$ cat src/rtl/resq_dispatch_ctrl.sv
// ResQ dispatch controller: pops the request manager head and assigns
// each request to the lowest free rescue team with a mission countdown.
module resq_dispatch_ctrl #(
  parameter int unsigned NUM_TEAMS = 4,
  parameter int unsigned TEAM_W    = 2,
  parameter int unsigned TIMER_W   = 8,
  parameter int unsigned FOOD_TIME = 20,
  parameter int unsigned SHEL_TIME = 40,
  parameter int unsigned EVAC_TIME = 60,
  parameter int unsigned PRIO_STEP = 5
) (
  input  logic                 Clock,
  input  logic                 Reset_Queue,
  input  logic                 Enable,
  input  logic                 Head_Valid,
  input  logic [1:0]           Head_Type,
  input  logic [7:0]           Head_Zone,
  input  logic [1:0]           Head_Priority,
  input  logic [NUM_TEAMS-1:0] Recall,
  output logic                 Serve,
  output logic                 Dispatch_Valid,
  output logic [TEAM_W-1:0]    Dispatch_Team,
  output logic [7:0]           Dispatch_Zone,
  output logic [1:0]           Dispatch_Type,
  output logic [NUM_TEAMS-1:0] Team_Busy,
  output logic                 All_Busy,
  output logic [15:0]          Dispatch_Count
);

  localparam logic [1:0] S_IDLE   = 2'd0;
  localparam logic [1:0] S_ISSUE  = 2'd1;
  localparam logic [1:0] S_SETTLE = 2'd2;

  localparam int unsigned TMAX =
    (32'd1 << TIMER_W) - 32'd1;

  logic [1:0]         state_q, state_d;
  logic [TIMER_W-1:0] timer_q [NUM_TEAMS];
  logic [TIMER_W-1:0] timer_d [NUM_TEAMS];
  logic [TEAM_W-1:0]  team_q, team_d;
  logic [7:0]         zone_q, zone_d;
  logic [1:0]         type_q, type_d;
  logic [1:0]         prio_q, prio_d;
  logic [15:0]        cnt_q, cnt_d;
  logic [TEAM_W-1:0]  free_idx;
  logic [TIMER_W-1:0] load_len;

  function automatic logic [TIMER_W-1:0] mission_len(
    input logic [1:0] t,
    input logic [1:0] p
  );
    int unsigned len;
    case (t)
      2'b00:   len = FOOD_TIME;
      2'b01:   len = SHEL_TIME;
      default: len = EVAC_TIME;
    endcase
    len = len + PRIO_STEP * 32'(p);
    if (len > TMAX) len = TMAX;
    return len[TIMER_W-1:0];
  endfunction

  always_comb begin
    for (int i = 0; i < NUM_TEAMS; i++) begin
      Team_Busy[i] = (timer_q[i] != '0);
    end
  end

  assign All_Busy = &Team_Busy;

  // Descending scan so the lowest free index wins
  always_comb begin
    free_idx = '0;
    for (int i = NUM_TEAMS - 1; i >= 0; i--) begin
      if (!Team_Busy[i]) free_idx = TEAM_W'(i);
    end
  end

  assign load_len = mission_len(type_q, prio_q);

  always_comb begin
    state_d        = state_q;
    team_d         = team_q;
    zone_d         = zone_q;
    type_d         = type_q;
    prio_d         = prio_q;
    cnt_d          = cnt_q;
    Serve          = 1'b0;
    Dispatch_Valid = 1'b0;
    for (int i = 0; i < NUM_TEAMS; i++) begin
      if (Recall[i])
        timer_d[i] = '0;
      else if (timer_q[i] != '0)
        timer_d[i] = timer_q[i] - 1'b1;
      else
        timer_d[i] = '0;
    end
    case (state_q)
      S_IDLE: begin
        if (Enable && Head_Valid &&
            Head_Type != 2'b11 && !All_Busy) begin
          team_d  = free_idx;
          zone_d  = Head_Zone;
          type_d  = Head_Type;
          prio_d  = Head_Priority;
          state_d = S_ISSUE;
        end
      end
      S_ISSUE: begin
        // Head gone before the pop: abandon quietly
        if (Head_Valid) begin
          Serve          = 1'b1;
          Dispatch_Valid = 1'b1;
          for (int i = 0; i < NUM_TEAMS; i++) begin
            if (TEAM_W'(i) == team_q)
              timer_d[i] = load_len;
          end
          if (cnt_q != 16'hFFFF)
            cnt_d = cnt_q + 16'd1;
        end
        state_d = S_SETTLE;
      end
      S_SETTLE: state_d = S_IDLE;
      default:  state_d = S_IDLE;
    endcase
  end

  always_ff @(posedge Clock) begin
    if (Reset_Queue) begin
      state_q <= S_IDLE;
      team_q  <= '0;
      zone_q  <= '0;
      type_q  <= '0;
      prio_q  <= '0;
      cnt_q   <= '0;
      for (int i = 0; i < NUM_TEAMS; i++) begin
        timer_q[i] <= '0;
      end
    end else begin
      state_q <= state_d;
      team_q  <= team_d;
      zone_q  <= zone_d;
      type_q  <= type_d;
      prio_q  <= prio_d;
      cnt_q   <= cnt_d;
      for (int i = 0; i < NUM_TEAMS; i++) begin
        timer_q[i] <= timer_d[i];
      end
    end
  end

  assign Dispatch_Team  = team_q;
  assign Dispatch_Zone  = zone_q;
  assign Dispatch_Type  = type_q;
  assign Dispatch_Count = cnt_q;

endmodule

$ cat config.mk
export PLATFORM = sky130hd
export DESIGN_NAME = resq_dispatch_ctrl
export DESIGN_NICKNAME = d
export VERILOG_FILES = /design/src/rtl/resq_dispatch_ctrl.sv
export SDC_FILE = /design/constraint.sdc
export NUM_CORES = 1
export LEC_CHECK = 0
export BUFFER_PORTS_ARGS = -buffer_cell sky130_fd_sc_hd__buf_2
export CAP_MARGIN = 20
export CORE_MARGIN = 4
export CORE_UTILIZATION = 33
export CTS_BUF_LIST = sky130_fd_sc_hd__clkbuf_16
export CTS_CLUSTER_SIZE = 16
export DETAILED_ROUTE_END_ITERATION = 16
export HOLD_SLACK_MARGIN = 0.05
export PLACE_DENSITY = 0.53
export SYNTH_ARGS = -nofsm -noshare
export SYNTH_HDL_FRONTEND = slang
export SYNTH_SLANG_ARGS = --single-unit
$ cat constraint.sdc
create_clock -name Clock -period 2 [get_ports Clock]
set_input_delay 0.1 -clock Clock [delete_from_list [all_inputs] [get_ports Clock]]
set_output_delay 0.1 -clock Clock [all_outputs]
set_load 0.02 [all_outputs]
==> results.yml <==
global_route:
  grt-ovfl-total: 0
  antenna_found_initial: 0
  grt_pass1_wl_um: 16040
  grt_pass1_vias: 3263
  grt_start_max_net_pins: 25
  grt_usage_pct: 17.07
sta:
  tightest_slew_ns: 0.6663
  setup_slack_ns: -0.2479
  fmax_ghz: 0.4449
  final.min_clock_period_ns: 2.248
  skew_ns: 0.007305
  setup-violations-final: 21
  rsz0062_at_grt: "yes"
  layout_worst_path_cycle_share_pct: 112.4
  hold_violations: 0
  slew-limit-headroom_pct: 54.95
  maxSlewViolCount: 0
min_path:
  hp-class: "in -> reg"
clocking:
  cts_made_buffers: 9
  cts-htree-levels: 3
  clk_pin_slew_ns: 0.05
  cts.sinks: 64
  clock_path_buffers: 2
  clk_latency_ns: 0.33
  cts_tree: "done"
  clock-root-buffer: "clkbuf_16"
final_layout:
  areaGrowthSynthToFinish_pct: 39.78
  nFillCells: 981
  fin_cells: 650
  fin_util_pct: 48.18
  n_antenna_cell: 0
  drive_gt1_share_pct: 32.11
  layout.nets: 543
  final_cell_mix: "dfxtp_1, buf_2, nand2_1, buf_4, nor2_1"
  final_common_cell: "dfxtp_1"
synthesis:
  synth_cell_type_count: 60
  synth_area_leaders: "dfxtp_1, nand2_1, mux2i_1"
  yosys_warnings: 0
  synth_area_um2: 3416
  synth_top_area_cell: "dfxtp_1"
  ys_seq_elements: 64
  synth_top_area_share_pct: 37.51
  synth.avg_cell_area_um2: 8.518
  yosysSeqAreaShare_pct: 37.51
  synth_async_sr_flop_share_pct: 0
  synth_ff_type: "dfxtp_1"
  synth_edf_count: 0
  syn-num-nets: 431
  synthCells: 401
status:
  status: "complete, but fails checks"
  violations: "setup timing"
worst_setup_path:
  crit_arrival_ns: 2.15
  worstSetupPathType: "reg -> out"
  required_ns: 1.90
  crit_fanout: 3
  start_kind: "flop"
  end_kind: "output port"
pwr:
  cellLeakagePower_nw: 2.054
  pwr_density_cell_nw_per_um2: 1560
  peakVddDrop_uv: 1038
  power.total_w: 0.007446
floorplanning:
  dieHeight_um: 109.7
  die_x_um: 109.7
  die_area_um2: 12040
  ios: 55
  start_util_pct: 34.47
  num_rows: 36
  coreArea_um2: 9910
placed_design:
  post-dp-hpwl_um: 6716
  dp_slack_ns: -0.1145
  gp_congestion: 0.8182
  dp.cells: 608
  port_buffers: 54
detailed_routing:
  drtAntennaViolNets: 0
  num_vias: 3327
  viasPerCell: 5.118
  post_drt_wl_per_cell_um: 14.92
  firstDrtPassIters: 4
  first_iter_violations: 170
  drcViolationCount: 0
  drt_wl_total_um: 9701
flow_run:
  drv_cap: 0
kinds of logic after synthesis:
family	after synthesis	share of synthesized area, %
buffers and inverters	39	4.799
AND/OR/NAND/NOR	173	26.85
AO/OA/AOI/OAI	78	16.37
multiplexers	22	6.740
XOR/XNOR	15	3.846
flip-flops	64	37.51
adder cells (fa/ha/maj)	10	3.883
power by group:
part | switching, W | internal, W
combinational | 0.00199 | 0.00219
sequential | 0.000242 | 0.00154
clock | 0.000548 | 0.000939
sequential cells by signal, indices dropped and copies added, names as in the netlist:
| name | flops |
|---|---|
| Dispatch_Count | 16 |
| Dispatch_Zone | 8 |
| Dispatch_Team | 2 |
| prio_q | 2 |
| timer_q | 32 |
| state_q | 2 |
| Dispatch_Type | 2 |
cell usage after synthesis, types with 2 or more instances:
library cell  count
a21boi_0          4
and3_1            7
o21a_1            6
or3_1             2
nor2b_1          10
nor4_1            5
buf_2             2
a22oi_1           2
nor2_1           36
nand4_1           7
clkbuf_1         14
and4_1            3
ha_1              9
nand2b_1          2
clkinv_1          2
and2_1            3
a32oi_1          11
dfxtp_1          64
nor4b_1           4
nand2_1          50
or4_4             2
xor2_1           14
or4b_2            2
o211a_1           2
o41ai_1           2
a21oi_1          26
nor3b_1           3
mux2i_1          14
or4_1             2
nor3_1           13
and3b_1           4
inv_1            19
nand3_1          11
o211ai_1          6
o21ai_0           6
mux2_2            8
critical path: stages, from the launching register on:
cell	delay, ns
dfxtp_2	0.32
inv_2	0.07
ha_4	0.12
or4b_4	0.45
or4_4	0.45
buf_6	0.14
and4_4	0.15
buf_6	0.13
metal layers:
metal / vias to the layer above / track usage [%] / routed length, µm
met4: 0 / 4.452 / 104
met5: - / 0 / 0
met2: 75 / 27.38 / 4579
met1: 1570 / 22.29 / 4404
met3: 11 / 5.226 / 613
li1: 1671 / - / -
per-stage QoR:
step           area (µm²)  hold WS (ns)  setup TNS [ns]
2_1_floorplan        3442        0.1762         -0.5452
3_3_place_gp         4085        0.3205         -0.2303
3_5_place_dp         4085        0.3214          -1.291
4_1_cts              4662       0.07207          -4.782
5_1_grt              4775       0.09596          -5.092
6_report             4775       0.07895          -3.649
path summary, 6_finish.rpt:
kind / start / slack (ns) / to / cells past startpoint
hold reg to reg: Dispatch_Zone[2] / 0.46 / Dispatch_Zone[2] / 2
setup / recovery: timer_q[0][0] / -0.25 / All_Busy / 7
setup reg to reg: timer_q[0][0] / -0.20 / Dispatch_Zone[5] / 8
hold / removal: Reset_Queue / 0.08 / Dispatch_Count[11] / 2
what timing repair did:
item / CTS / global route
pin swaps: 13 / 12
hold buffers: 13 / 0
setup buffers: 11 / 4
resized for setup: 26 / 21
hold endpoints to repair: 14 / 0
endpoints found under the setup margin: 22 / 37
area by class of cell:
class | count | area (µm²) | share of cell area, %
clock buffer | 9 | 225.2 | 4.717
tap | 133 | 166.4 | 3.485
timing repair buffer | 119 | 844.6 | 17.69
clock inverter | 6 | 51.30 | 1.074
multi-input combinational | 298 | 2118 | 44.37
inverter | 21 | 81.33 | 1.703
sequential | 64 | 1287 | 26.97
Note: power is estimated with default switching activity, not from simulation.
